**src/rtl/fetch_pkg.sv**
```systemverilog
// Shared types and defaults for the instruction fetch stage.
// Latency: n/a (package only).
// Backpressure: n/a (package only).
package fetch_pkg;

  // Default PC / instruction-address width and instruction width.
  localparam int FETCH_D = 10;
  localparam int FETCH_W = 9;

  // Opcode that stops further fetching once it has been queued.
  localparam logic [FETCH_W-1:0] FETCH_HALT_OP = {FETCH_W{1'b1}};

  typedef enum logic {
    RUN  = 1'b0,
    HALT = 1'b1
  } fetch_state_e;

  // One queued fetch result: the instruction word and the PC it came from.
  typedef struct packed {
    logic [FETCH_W-1:0] instr;
    logic [FETCH_D-1:0] pc;
  } fetch_entry_t;

endpackage

```
**src/rtl/fetch_fifo.sv**
```systemverilog
// Small circular FIFO of fetch entries with synchronous clear.
// Latency: a push is visible at the head on the cycle after the push edge.
// Backpressure: a push into a full FIFO is dropped unless a pop frees the slot in the same cycle.
module fetch_fifo
  import fetch_pkg::*;
#(
  parameter int  DEPTH = 2,
  localparam int AW    = $clog2(DEPTH),
  localparam int CW    = AW + 1
) (
  input  logic          clk,
  input  logic          reset,
  input  logic          clear,
  input  logic          push,
  input  fetch_entry_t  push_data,
  input  logic          pop,
  output fetch_entry_t  head,
  output logic          head_valid,
  output logic [CW-1:0] count,
  output logic          empty
);

  fetch_entry_t    mem [DEPTH];
  logic [AW-1:0]   wr_ptr;
  logic [AW-1:0]   rd_ptr;
  logic [CW-1:0]   count_next;
  logic            full;
  logic            do_pop;
  logic            do_push;

  assign full    = (count == CW'(DEPTH));
  assign empty   = (count == '0);
  assign do_pop  = pop && head_valid;
  // With a simultaneous pop the slot being freed is reused, so full is no obstacle.
  assign do_push = push && (!full || do_pop);
  assign head    = mem[rd_ptr];

  // Occupancy after this cycle's push/pop.
  always_comb begin
    count_next = count;
    case ({do_push, do_pop})
      2'b10:   count_next = count + CW'(1);
      2'b01:   count_next = count - CW'(1);
      default: count_next = count;
    endcase
  end

  // Storage, pointers and occupancy; clear wins over push and pop.
  always_ff @(posedge clk or posedge reset) begin
    if (reset) begin
      for (int i = 0; i < DEPTH; i++) begin
        mem[i] <= '0;
      end
      wr_ptr     <= '0;
      rd_ptr     <= '0;
      count      <= '0;
      head_valid <= 1'b0;
    end else if (clear) begin
      wr_ptr     <= '0;
      rd_ptr     <= '0;
      count      <= '0;
      head_valid <= 1'b0;
    end else begin
      if (do_push) begin
        mem[wr_ptr] <= push_data;
        wr_ptr      <= wr_ptr + AW'(1);
      end
      if (do_pop) begin
        rd_ptr <= rd_ptr + AW'(1);
      end
      count      <= count_next;
      head_valid <= (count_next != '0);
    end
  end

endmodule

```
**src/rtl/fetch_buffer.sv**
```systemverilog
// Fetch stage: drives the ROM address from the PC, queues {instr, pc} for decode, stops after HALT; FETCH_CNT_EN adds an accepted-instruction counter.
// Latency: PC presented in cycle N reaches the FIFO head in cycle N+2 when the FIFO is empty.
// Backpressure: pc_hold rises whenever queued plus in-flight entries would exceed DEPTH after this cycle's pop.
module fetch_buffer
  import fetch_pkg::*;
#(
  parameter int           D       = FETCH_D,
  parameter int           W       = FETCH_W,
  parameter int           DEPTH   = 2,
  parameter logic [W-1:0] HALT_OP = {W{1'b1}}
) (
  input  logic         clk,
  input  logic         reset,
  input  logic [D-1:0] prog_ctr,
  output logic         pc_hold,
  output logic [D-1:0] imem_addr,
  input  logic [W-1:0] imem_rdata,
  input  logic         flush,
  output logic         instr_valid,
  input  logic         instr_ready,
  output logic [W-1:0] instr,
  output logic [D-1:0] instr_pc,
  output logic         done,
  output logic [15:0]  fetch_cnt
);

  localparam int          CW        = $clog2(DEPTH) + 1;
  localparam logic [CW:0] DEPTH_OCC = (CW + 1)'(DEPTH);

  fetch_state_e  state_q;
  fetch_state_e  state_d;
  logic          inflight_q;
  logic [D-1:0]  inflight_pc_q;
  logic [CW-1:0] fifo_count;
  logic          fifo_empty;
  fetch_entry_t  push_entry;
  fetch_entry_t  head;
  logic          pop;
  logic          push;
  logic          issue;
  logic [CW:0]   occ;

  assign pop = instr_valid && instr_ready;

  // Slots committed after this cycle: queued + the ROM read in flight - the entry leaving now.
  assign occ   = {1'b0, fifo_count} + {{CW{1'b0}}, inflight_q} - {{CW{1'b0}}, pop};
  assign issue = (state_q == RUN) && !flush && (occ < DEPTH_OCC);

  assign imem_addr = prog_ctr;
  assign pc_hold   = !issue;

  // The read issued in the HALT cycle is wrong-path; only RUN responses are queued.
  assign push             = inflight_q && !flush && (state_q == RUN);
  assign push_entry.instr = imem_rdata;
  assign push_entry.pc    = inflight_pc_q;

  assign instr    = head.instr;
  assign instr_pc = head.pc;
  assign done     = (state_q == HALT) && fifo_empty;

  // Track the single outstanding ROM read and the PC it belongs to.
  always_ff @(posedge clk or posedge reset) begin
    if (reset) begin
      inflight_q    <= 1'b0;
      inflight_pc_q <= '0;
    end else begin
      inflight_q <= issue;
      if (issue) begin
        inflight_pc_q <= prog_ctr;
      end
    end
  end

  // Fetch state register.
  always_ff @(posedge clk or posedge reset) begin
    if (reset) begin
      state_q <= RUN;
    end else begin
      state_q <= state_d;
    end
  end

  // Enter HALT when the HALT word is queued; a taken jump always resumes fetching.
  always_comb begin
    state_d = state_q;
    if (flush) begin
      state_d = RUN;
    end else if (push && (imem_rdata == HALT_OP)) begin
      state_d = HALT;
    end
  end

  fetch_fifo #(
    .DEPTH (DEPTH)
  ) u_fifo (
    .clk        (clk),
    .reset      (reset),
    .clear      (flush),
    .push       (push),
    .push_data  (push_entry),
    .pop        (pop),
    .head       (head),
    .head_valid (instr_valid),
    .count      (fifo_count),
    .empty      (fifo_empty)
  );

`ifdef FETCH_CNT_EN
  logic [15:0] cnt_q;

  // Count instructions accepted by decode; a flush does not clear the count.
  always_ff @(posedge clk or posedge reset) begin
    if (reset) begin
      cnt_q <= '0;
    end else if (pop) begin
      cnt_q <= cnt_q + 16'd1;
    end
  end

  assign fetch_cnt = cnt_q;
`else
  assign fetch_cnt = '0;
`endif

endmodule

```
**config.mk**
```make
export PLATFORM = sky130hd
export DESIGN_NAME = fetch_buffer
export DESIGN_NICKNAME = d
export VERILOG_FILES = /design/src/rtl/fetch_pkg.sv /design/src/rtl/fetch_fifo.sv /design/src/rtl/fetch_buffer.sv
export SDC_FILE = /design/constraint.sdc
export NUM_CORES = 1
export LEC_CHECK = 0
export ABC_AREA = 0
export ABC_CLOCK_PERIOD_IN_PS = 7500
export CAP_MARGIN = 20
export CORE_MARGIN = 3
export CORE_UTILIZATION = 54
export CTS_BUF_LIST = sky130_fd_sc_hd__clkbuf_4 sky130_fd_sc_hd__clkbuf_8
export CTS_CLUSTER_DIAMETER = 40
export DETAILED_ROUTE_END_ITERATION = 10
export PLACE_DENSITY = 0.87
export RECOVER_POWER = 25
export SLEW_MARGIN = 20
export SYNTH_ARGS = -nofsm -noshare
export SYNTH_HDL_FRONTEND = slang
export SYNTH_SLANG_ARGS = --single-unit
```
**constraint.sdc**
```tcl
create_clock -name clk -period 7.5 [get_ports clk]
set_input_delay 1.125 -clock clk [delete_from_list [all_inputs] [get_ports clk]]
set_output_delay 1.125 -clock clk [all_outputs]
set_load 0.02 [all_outputs]
```
* After elaboration in Yosys (flattened, before gate mapping)
Index checks and enable logic that the tools add are counted.
** Storage, ports and cells
- Input port bits :: 23
- Bits in latches :: 0
- Bits in read-only memories :: 0
- Memory bits (writable) :: 0
- Register bits after elaboration :: 55
- Logic and storage cells :: 64
- Output and inout bits :: 48
- Memories kept :: 0
** Operators by class
- Order comparisons :: 4
- Bitwise gates (word level) :: 4
- $add $sub $neg :: 6
- Div/mod/pow operators :: 0
- Multiply operators :: 0
- Reductions and logical operators :: 20
- Multiplexer cells :: 15
- Equality and inequality tests :: 4
- Shift operators :: 0
** Operators by type and width (number)
- 19-bit 2-to-1 mux :: 4
- 38-bit bitwise mux :: 1
- 19-bit demux with 1-bit select :: 1
- 1-bit logical AND :: 10
- 9-bit equality test (second input constant) :: 1
- 2-bit nonzero test :: 4
- 1-bit 2-to-1 mux :: 7
- 2-bit equality test (second input constant) :: 2
- 2-bit >= comparator (second input constant) :: 2
- 1-bit inverter with 2-bit output :: 2
- 2-bit one-hot mux with 2 select lines :: 1
- 2-bit by 1-bit adder with 3-bit output :: 1
- 1-bit logical NOT :: 3
- 3-bit by 2-bit < comparator with 1-bit output (second input constant) :: 1
- 3-bit by 1-bit subtractor with 3-bit output :: 1
- 1-bit adder (second input constant) :: 2
- 2-bit by 1-bit adder with 2-bit output (second input constant) :: 1
- 2-bit by 1-bit equality test with 1-bit output (second input constant) :: 1
- 2-bit logical NOT :: 1
- 2-bit by 1-bit < comparator with 1-bit output (second input constant) :: 1
- 2-bit 2-to-1 mux :: 1
- 1-bit inverter :: 2
- 2-bit AND reduction :: 1
- 2-bit by 1-bit subtractor with 2-bit output (second input constant) :: 1
- 1-bit logical OR :: 1

* Logic depth before layout (Yosys ltp)
Gate-level depths: netlist (run 1).
- Word-level depth :: 8
- Depth in mapped cells :: 9
- Gate-level depth less buffers :: 8

* Cells and area by module
Synthesis (run 1) repeated with hierarchy kept, for this count alone.
** Unflattened totals
- Cells, all modules :: 200
- Area total of the unflattened synthesis :: 2856.5 sq um
** Modules (own cells, without submodules)
- fetch_fifo :: cells an instance 132, area an instance 2080.7 sq um, seq. area each 1076.0 sq um, instances 1
- fetch_buffer :: cells an instance 68, area an instance 775.7 sq um, seq. area each 300.3 sq um, instances 1

* Worst setup path before layout (run 1)
Ideal clock, no wire load.
- Path type :: input to output
- Start point :: in instr_ready
- End point :: out pc_hold
- Cell stages on the path :: 8
- Required time :: 6375 ps
- Setup slack :: 3654 ps
- Arrival time :: 2721 ps
- Path through :: nand2_1 -> inv_1 -> ha_1 -> nand2b_1 -> fa_1 -> xnor2_1 -> nand3_1 -> buf_2
** On the way
- Cells in the longest elaborated chain, start to end :: 5
** Ends and longest elaborated chain
- start, declared :: RTL line fetch_buffer.sv:20 : input logic instr_ready,
- 1-bit logical AND :: RTL line fetch_buffer.sv:43 : assign pop = instr_valid && instr_ready;
- 3-bit by 1-bit subtractor with 3-bit output :: RTL line fetch_buffer.sv:46 : assign occ = {1'b0, fifo_count} + {{CW{1'b0}}, inflight_q} - {{CW{1'b0}}, pop};
- 3-bit by 2-bit < comparator with 1-bit output :: RTL line fetch_buffer.sv:47 : assign issue = (state_q == RUN) && !flush && (occ < DEPTH_OCC);
- 1-bit logical AND :: RTL line fetch_buffer.sv:47
- 1-bit logical NOT :: RTL line fetch_buffer.sv:50 : assign pc_hold = !issue;
- end, declared :: RTL line fetch_buffer.sv:15 : output logic pc_hold,
Every way passes these cells.

* Worst setup path in the final report (run 1)
Ends and elaborated chain as after synthesis.

==> flow_summary.json, run 1 <==
{
  "dpl_worst_slack_ns": 2.29,
  "die_h_um": 77.7,
  "cp_slowest_cell": "clkdlybuf4s50_1",
  "power.leakage_nw": 1.45,
  "final_net_count": 266,
  "placed_cell_area_mm2": 0.00319,
  "rsz0062_at_grt": "no",
  "cts_hold_buffers": 0,
  "grt_max_degree": 56,
  "antenna_found_initial": 0,
  "drtPass1Iterations": 3,
  "num_vias": 1551,
  "clk_latency_ns": 0.31,
  "core_area_mm2": 0.00485,
  "wl_per_cell_um": 15.3,
  "start_util": 0.572,
  "finalPower_mw": 1.29,
  "cap_violations": 1,
  "synth_edf_count": 0,
  "finalMaxSlewViolations": 56,
  "drt_iter0_markers": 96,
  "reg2reg_slack_ns": 4.76,
  "min_period_over_period": 0.693,
  "synth_compound_area_frac": 0.0198,
  "critPathRequiredTime_ns": 6.38,
  "crit_type": "input port to output pin",
  "internal-power_uw": 866,
  "async_reset_ff_frac": 1.00,
  "final_antenna_net_count": 0,
  "route.detailed.drc": 0,
  "worstRegToRegCells": 8,
  "gp_congestion": 0.698,
  "cts_tree": "built",
  "clkPwrFrac": 0.127,
  "synthToLayoutAreaGrowth_pct": 18.3,
  "final_layout_size_suffix_gt1_frac": 0.339,
  "crit_end": "pc_hold",
  "n_antenna_cell": 0,
  "crit_fanout": 12,
  "sequentialPowerShare": 0.406,
  "ys.flop_type": "dfrtp_1",
  "final_cells": 309,
  "ys_ff_latch": 55,
  "grtUsageTotal": 0.172,
  "critPathMostFrequentCell": "clkdlybuf4s50_1",
  "path_cells": "clkdlybuf4s50_1, nand2_1, inv_1, ha_1, nand2b_1, fa_1, xnor2_1, nand3_1, clkdlybuf4s50_1",
  "grt_pass1_vias": 1644,
  "slew_headroom": -0.577,
  "dieArea_mm2": 0.00603,
  "p_sw_frac": 0.330,
  "postCtsResizedCells": 0,
  "cpPeakStageDelay_ns": 0.71,
  "yosysUniqueCellTypes": 31,
  "fp.dieW_um": 77.7,
  "stdcell_area_mm2": 0.00328,
  "crit_path_end_kind": "output pin",
  "r2r_end": "inflight_pc_q[7]",
  "synth_fa_ha_area_frac": 0.0117,
  "dp.cells": 301,
  "synth_top_family_by_area": "multiplexers",
  "cts_root_buf": "clkbuf_8",
  "skew_ns": 0.0111,
  "synthSimpleGateAreaFrac": 0.0586,
  "h-tree-depth": 2,
  "fmax_mhz": 193,
  "grt_pass1_wl_mm": 8.16,
  "yosys-mux-area-fraction": 0.299,
  "crit_path_start": "instr_ready",
  "viasPerCell": 5.02,
  "setup_tns_ns": 0,
  "startpoint_type": "input port",
  "violations": "max-capacitance violations, max-slew violations",
  "postCtsSetupRepairBufs": 0,
  "synth_area_mm2": 0.00277,
  "yosys_warnings": 0,
  "worstHoldPathType": "flip-flop to flip-flop",
  "setup_ws_ns": 2.31,
  "p_sw_uw": 427,
  "rows": 25,
  "cts_buffer_depth": 2,
  "grt_overflow": 0,
  "synth_xor_area_frac": 0.0126,
  "combPwrFrac": 0.467,
  "clkTransAtPathRegs_ns": 0.09,
  "wl_mm": 4.74,
  "ys_seq_area_frac": 0.496,
  "syn_avg_cell_area_um2": 14.0,
  "period_needed_ns": 5.19,
  "finalSetupViolCount": 0,
  "run_status": "finished with violations",
  "final_hold_viol_count": 0,
  "fillers": 361,
  "max-vdd-ir-drop_mv": 0.211,
  "tightest_slew_ns": 2.35,
  "cts-buffers-inserted": 5,
  "final_util": 0.677,
  "cts.sinks": 55,
  "postSynthCellCount": 198,
  "fin_hold_ws_ns": 0.510,
  "cp.arrival_ns": 4.07,
  "worstReg2RegStart": "u_fifo.head_valid",
  "pin_count": 71,
  "place_hpwl_mm": 3.29,
  "power_density_mw_per_mm2": 394,
  "port_buffers": 54
}
-- layout by cell type (no fill, tap or decap) --
master	Yosys	routed
dfrtp_1	55	55
clkinv_2	0	1
nor3b_1	2	2
clkinvlp_2	0	1
o21ai_2	1	1
clkbuf_8	1	5
xor2_1	1	1
nor3b_4	1	1
ha_1	1	1
a21oi_1	1	1
xnor2_1	3	3
a211oi_1	2	2
nor2_1	7	7
clkbuf_4	0	2
nor3_1	5	5
nand4_1	2	2
conb_1	1	16
nand3_1	2	2
and3_2	1	1
o211ai_4	1	1
mux2_2	47	47
fa_1	1	1
mux2_4	20	20
o21ai_0	1	1
nor2_8	1	1
dlygate4sd3_1	0	1
nand2b_1	2	2
clkdlybuf4s50_1	0	53
nand2_1	2	2
or3_2	1	1
inv_1	4	3
-- worst max-delay path, delay by kind of cell --
| family | cells | cell delay [ns] |
|---|---|---|
| buf+inv | 3 | 1.40 |
| xor+xnor | 1 | 0.14 |
| fa+ha+maj | 2 | 0.65 |
| simple gates | 3 | 0.76 |
-- kinds of logic (layout without fill, tap and decap cells) --
| logic type | count (synthesis) | in the layout |
|---|---|---|
| compound gates | 6 | 6 |
| xor+xnor | 4 | 4 |
| fa+ha+maj | 2 | 2 |
| buf+inv | 37 | 66 |
| flops | 55 | 55 |
| mux | 67 | 67 |
| other cells | 1 | 16 |
| simple gates | 26 | 26 |
-- power by group through the flow --
stage | logic (mW) | registers, mW | clock network [mW]
after floorplan | 0.454 | 0.496 | 0
final | 0.604 | 0.525 | 0.164
after global placement | 0.598 | 0.523 | 0
after detailed placement | 0.609 | 0.532 | 0
after CTS | 0.613 | 0.527 | 0.169
after global routing | 0.646 | 0.545 | 0.183
-- cell usage after synthesis, types with 2 or more instances --
master | count | area share
xnor2_1 | 3 | 0.0095
mux2_2 | 47 | 0.19
nor3_1 | 5 | 0.0090
nand3_1 | 2 | 0.0036
inv_1 | 4 | 0.0054
dfrtp_1 | 55 | 0.50
buf_6 | 2 | 0.0081
clkbuf_1 | 2 | 0.0027
nand2_1 | 2 | 0.0027
nand2b_1 | 2 | 0.0045
nor3b_1 | 2 | 0.0054
buf_4 | 26 | 0.070
nor2_1 | 7 | 0.0095
mux2_4 | 20 | 0.11
a211oi_1 | 2 | 0.0054
nand4_1 | 2 | 0.0045
-- metal layers --
layer / GRT usage / part of all wire / vias up
li1: - / - / 728
met1: 0.233 / 0.45 / 778
met2: 0.271 / 0.49 / 40
met3: 0.0464 / 0.047 / 5
met4: 0.0534 / 0.013 / 0
met5: 0 / 0 / -
-- registers in the layout (all words and copies together) (netlist names) --
signal and count:
u_fifo.mem 38, inflight_pc_q 10, u_fifo.count 2, inflight_q 1, state_q 1, u_fifo.head_valid 1
u_fifo.rd_ptr 1, u_fifo.wr_ptr 1
-- area by class of cell --
cell class              instances  area [um2]  area share
multi-input cells             121        1170       0.358
inverters                       4        16.3     0.00496
repair buffers                 54         541       0.165
well taps                      67        83.8      0.0256
clock inverters                 1        5.00     0.00153
clock buffers                   7        83.8      0.0256
flip-flops and latches         55        1380       0.420
-- how the worst min path moves through the flow --
stage,from,end,slack [ns],cells after the start
finish,u_fifo.mem[27],u_fifo.mem[27],0.51,1
floorplan,u_fifo.mem[0],u_fifo.mem[0],0.47,1
CTS,u_fifo.mem[27],u_fifo.mem[27],0.51,1
global route,u_fifo.mem[22],u_fifo.mem[22],0.53,1
global placement,u_fifo.mem[0],u_fifo.mem[0],0.48,1
detailed placement,u_fifo.mem[10],u_fifo.mem[10],0.49,1
Power figures use the tool's default switching activity.
==> inputs of run 2 (changes only) <==
ABC_CLOCK_PERIOD_IN_PS = 5280   (was 7500)
CORE_UTILIZATION = 51   (was 54)
PLACE_DENSITY = 0.83   (was 0.87)
clock period = 5.28 ns   (was 7.5 ns; I/O delays follow)
==> run 2 against run 1 <==
Against the previous run: the flow still finishes with violations (max-capacitance violations, max-slew violations); flip-flop and latch count unchanged; sequential share of layout area shrank 0.36 points; register-to-register slack worse by 1.9 ns; utilization fell by 3.7 points; cell count rose by 1.6%; first-iteration DRC count decreased by 45%; clock skew decreased by 0.0046 ns; critical endpoint unchanged.
==> flow_summary.json, run 2 (synthesis gave the netlist of run 1 again) <==
{
  "cts.sinks": 55,
  "port_buffers": 54,
  "final_layout_size_suffix_gt1_frac": 0.336,
  "power.leakage_nw": 1.46,
  "viasPerCell": 4.98,
  "wl_mm": 4.75,
  "wl_per_cell_um": 15.1,
  "cts_hold_buffers": 0,
  "path_cells": "clkdlybuf4s50_1, nand2_1, inv_1, ha_1, nand2b_1, fa_1, xnor2_1, nand3_1, buf_4, clkdlybuf4s50_1",
  "num_vias": 1565,
  "violations": "max-capacitance violations, max-slew violations",
  "postCtsSetupRepairBufs": 0,
  "final_util": 0.640,
  "largest_reg_flops": 38,
  "crit_family": "buffers and inverters",
  "cts_tree": "built",
  "final_antenna_net_count": 0,
  "core_area_mm2": 0.00517,
  "grtUsageMet2": 0.247,
  "cts_root_buf": "clkbuf_8",
  "grt_overflow": 0,
  "rsz0062_at_grt": "no",
  "path_buf_inv": 4,
  "startpoint_type": "input port",
  "tightest_slew_ns": 1.78,
  "run_status": "finished with violations",
  "finalPower_mw": 1.86,
  "place_hpwl_mm": 3.29,
  "cpPeakStageDelay_ns": 0.63,
  "use_met1": 0.215,
  "grt_pass1_wl_mm": 7.56,
  "finalSetupViolCount": 0,
  "final_cell_mix": "dfrtp_1, clkdlybuf4s50_1, mux2_2",
  "dieArea_mm2": 0.00636,
  "skew_ns": 0.00651,
  "final_hold_viol_count": 0,
  "worstHoldPathType": "flip-flop to flip-flop",
  "cts_buffer_depth": 2,
  "power_density_mw_per_mm2": 562,
  "cts-buffers-inserted": 5,
  "postCtsResizedCells": 0,
  "crit_fanout": 12,
  "ff_latch_area_mm2": 0.00138,
  "critPathRequiredTime_ns": 4.49,
  "max-vdd-ir-drop_mv": 0.352,
  "crit_path_end_kind": "output pin",
  "grt_pass1_vias": 1503,
  "cap_violations": 1,
  "grtUsageTotal": 0.157,
  "cp_slowest_cell": "clkdlybuf4s50_1",
  "rows": 26,
  "period_needed_ns": 4.28,
  "slew_headroom": -0.188,
  "antenna_found_initial": 0,
  "final_net_count": 268,
  "fin_hold_ws_ns": 0.511,
  "synthToLayoutAreaGrowth_pct": 19.3,
  "critPathMostFrequentCell": "clkdlybuf4s50_1",
  "cp.arrival_ns": 3.49,
  "drtPass1Iterations": 4,
  "grt_max_degree": 35,
  "pin_count": 71,
  "setup_tns_ns": 0,
  "fillers": 387,
  "fp.dieW_um": 79.8,
  "route.detailed.drc": 0,
  "die_h_um": 79.8,
  "met3_usage": 0.0316,
  "drt_iter0_markers": 53,
  "multi_input_area_mm2": 0.00117,
  "top_register": "u_fifo.mem",
  "clk_latency_ns": 0.30,
  "crit_type": "input port to output pin",
  "n_antenna_cell": 0,
  "largestRegisters": "u_fifo.mem x38, inflight_pc_q x10, u_fifo.count x2",
  "gp_congestion": 0.775,
  "finalMaxSlewViolations": 35,
  "grt.busiest_layer": "met2",
  "h-tree-depth": 2,
  "final_common_cell": "dfrtp_1",
  "clkTransAtPathRegs_ns": 0.09,
  "fmax_mhz": 233,
  "min_period_over_period": 0.811,
  "start_util": 0.536
}
## run 2: cell count changes in the layout (fill, tap and decap cells not counted), sizes merged
cell	delta
clkinv	-1
clkbuf	+1
buf	+1
inv	+1
## run 2: path summary, 6_finish.rpt
kind                                        start          endpoint  slack [ns]  cells after the start
worst max-delay path                  instr_ready           pc_hold         1.0                     10
worst min-delay path               u_fifo.mem[27]    u_fifo.mem[27]        0.51                      1
worst max register to register  u_fifo.head_valid  inflight_pc_q[9]        2.82                      9
worst min register to register     u_fifo.mem[27]    u_fifo.mem[27]        0.51                      1
max in group asynchronous                   reset  inflight_pc_q[5]        2.10                      3
min in group asynchronous                   reset    u_fifo.mem[10]        1.07                      2
## run 2: per-stage QoR
step / worst slack [ns] / cell area [um2] / instances
finish: 0.997 / 3310 / 314
detailed placement: 0.989 / 3220 / 306
global route: 0.848 / 3310 / 314
global placement: 1.03 / 3200 / 305
floorplan: 2.10 / 2830 / 213
CTS: 0.969 / 3330 / 314
## run 2: where the power goes
group          total [mW]  switching (mW)  internal [mW]  leakage (nW)
Combinational       0.861           0.345          0.516         0.730
Clock               0.252           0.133          0.120        0.0505
Sequential          0.748           0.132          0.615         0.677
Total                1.86           0.611           1.25          1.46
## run 2: layout make-up
type,instances,share of cell area
clock buffers,7,0.0291
multi-input cells,121,0.355
repair buffers,56,0.167
well taps,70,0.0265
clock inverters,1,0.00227
inverters,4,0.00454
flip-flops and latches,55,0.416
## run 2: routing by layer
layer  routed length, um  vias to the layer above
li1                    -                      738
met1                2140                      772
met2                2310                       49
met3                 223                        6
met4                  72                        0
met5                   0                        -
==> inputs of run 3 (changes only) <==
ABC_CLOCK_PERIOD_IN_PS = 4400   (was 5280)
clock period = 4.4 ns   (was 5.28 ns; I/O delays follow)
==> run 3 against run 2 <==
Against the previous run: flip-flop and latch count stayed put; global-route usage is 0.45 points higher; clock skew is 0.0020 ns lower; the run still ends with max-capacitance violations, max-slew violations left.
==> flow_summary.json, run 3 (synthesis gave the netlist of run 1 again) <==
{
  "tightest_slew_ns": 2.32,
  "finalSetupViolCount": 0,
  "gp_congestion": 0.685,
  "synthToLayoutAreaGrowth_pct": 18.2,
  "largest_reg_flops": 38,
  "largestRegisters": "u_fifo.mem x38, inflight_pc_q x10, u_fifo.count x2",
  "final_net_count": 267,
  "place_hpwl_mm": 3.37,
  "grt_max_degree": 56,
  "fmax_mhz": 259,
  "viasPerCell": 5.06,
  "final_common_cell": "dfrtp_1",
  "crit_fanout": 7,
  "rsz0062_at_grt": "no",
  "grtUsageTotal": 0.161,
  "core_area_mm2": 0.00517,
  "critPathRequiredTime_ns": 3.74,
  "cts_root_buf": "clkbuf_8",
  "pin_count": 71,
  "crit_type": "input port to output pin",
  "setup_ws_ns": 0.535,
  "clk_latency_ns": 0.29,
  "dieArea_mm2": 0.00636,
  "dpl_worst_slack_ns": 0.537,
  "cp.arrival_ns": 3.20,
  "num_vias": 1573,
  "worstHoldPathType": "flip-flop to flip-flop",
  "violations": "max-capacitance violations, max-slew violations",
  "power_density_mw_per_mm2": 669,
  "grt_pass1_vias": 1619,
  "finalPower_mw": 2.20,
  "cts_buffer_depth": 2,
  "antenna_found_initial": 0,
  "die_h_um": 79.8,
  "clkTransAtPathRegs_ns": 0.09,
  "drt_iter0_markers": 43,
  "start_util": 0.536,
  "run_status": "finished with violations",
  "skew_ns": 0.00454,
  "power.leakage_nw": 1.44,
  "final_hold_viol_count": 0,
  "grt_overflow": 0,
  "fillers": 420,
  "port_buffers": 54,
  "rows": 26,
  "final_antenna_net_count": 0,
  "cts_hold_buffers": 0,
  "n_antenna_cell": 0,
  "min_period_over_period": 0.878,
  "startpoint_type": "input port",
  "cts-buffers-inserted": 5,
  "max-vdd-ir-drop_mv": 0.340,
  "slew_headroom": -0.556,
  "wl_per_cell_um": 15.2,
  "final_cell_mix": "dfrtp_1, clkdlybuf4s50_1, mux2_2",
  "cts.sinks": 55,
  "crit_path_end_kind": "output pin",
  "period_needed_ns": 3.86,
  "top_register": "u_fifo.mem",
  "wl_mm": 4.73,
  "grt_pass1_wl_mm": 7.88,
  "route.detailed.drc": 0,
  "final_layout_size_suffix_gt1_frac": 0.336,
  "h-tree-depth": 2,
  "drtPass1Iterations": 4,
  "cts_tree": "built",
  "postCtsSetupRepairBufs": 0,
  "fp.dieW_um": 79.8,
  "setup_tns_ns": 0,
  "postCtsResizedCells": 0,
  "cap_violations": 1,
  "finalMaxSlewViolations": 56
}
run 3: final cells by class:
type                    instances  area, um2  area share
inverters                       4       16.3     0.00496
repair buffers                 55        548       0.167
multi-input cells             121       1170       0.358
clock buffers                   6       76.3      0.0233
well taps                      70       87.6      0.0267
flip-flops and latches         55       1380       0.420
run 3: path summary, 6_finish.rpt:
kind	from	to	slack, ns	depth (start not counted)
max reg2reg	u_fifo.head_valid	inflight_pc_q[6]	1.86	9
max	instr_ready	pc_hold	0.54	9
min in group asynchronous	reset	u_fifo.mem[34]	1.45	2
min	u_fifo.mem[2]	u_fifo.mem[2]	0.51	1
max in group asynchronous	reset	u_fifo.mem[4]	1.90	2
min reg2reg	u_fifo.mem[2]	u_fifo.mem[2]	0.51	1
run 3: through the flow:
stage	utilization	instances	hold slack (ns)	instance area (um2)
3_3_place_gp	0.619	305	0.483	3200
4_1_cts	0.634	311	0.513	3280
6_report	0.634	311	0.508	3280
2_1_floorplan	-	213	0.474	2830
5_1_grt	0.634	311	0.529	3280
3_5_place_dp	0.619	305	0.489	3200
run 3: worst max-delay path, stage by stage:
cell and delay (ns):
clkdlybuf4s50_1 0.45, nand2_1 0.14, inv_1 0.25, ha_1 0.28, nand2b_1 0.15, fa_1 0.37
xnor2_1 0.13, nand3_1 0.15, clkdlybuf4s50_1 0.62
run 3: layer usage:
layer | global-route usage | part of all wire | vias up
met3 | 0.0293 | 0.057 | 5
met5 | 0 | 0 | -
met2 | 0.263 | 0.49 | 57
met4 | 0.0557 | 0.012 | 0
met1 | 0.217 | 0.44 | 785
li1 | - | - | 726
run 3: power by group:
group	total, mW	switching [mW]	internal, mW
Combinational	1.04	0.418	0.618
Clock	0.258	0.145	0.113
Sequential	0.901	0.162	0.739
Total	2.20	0.725	1.47
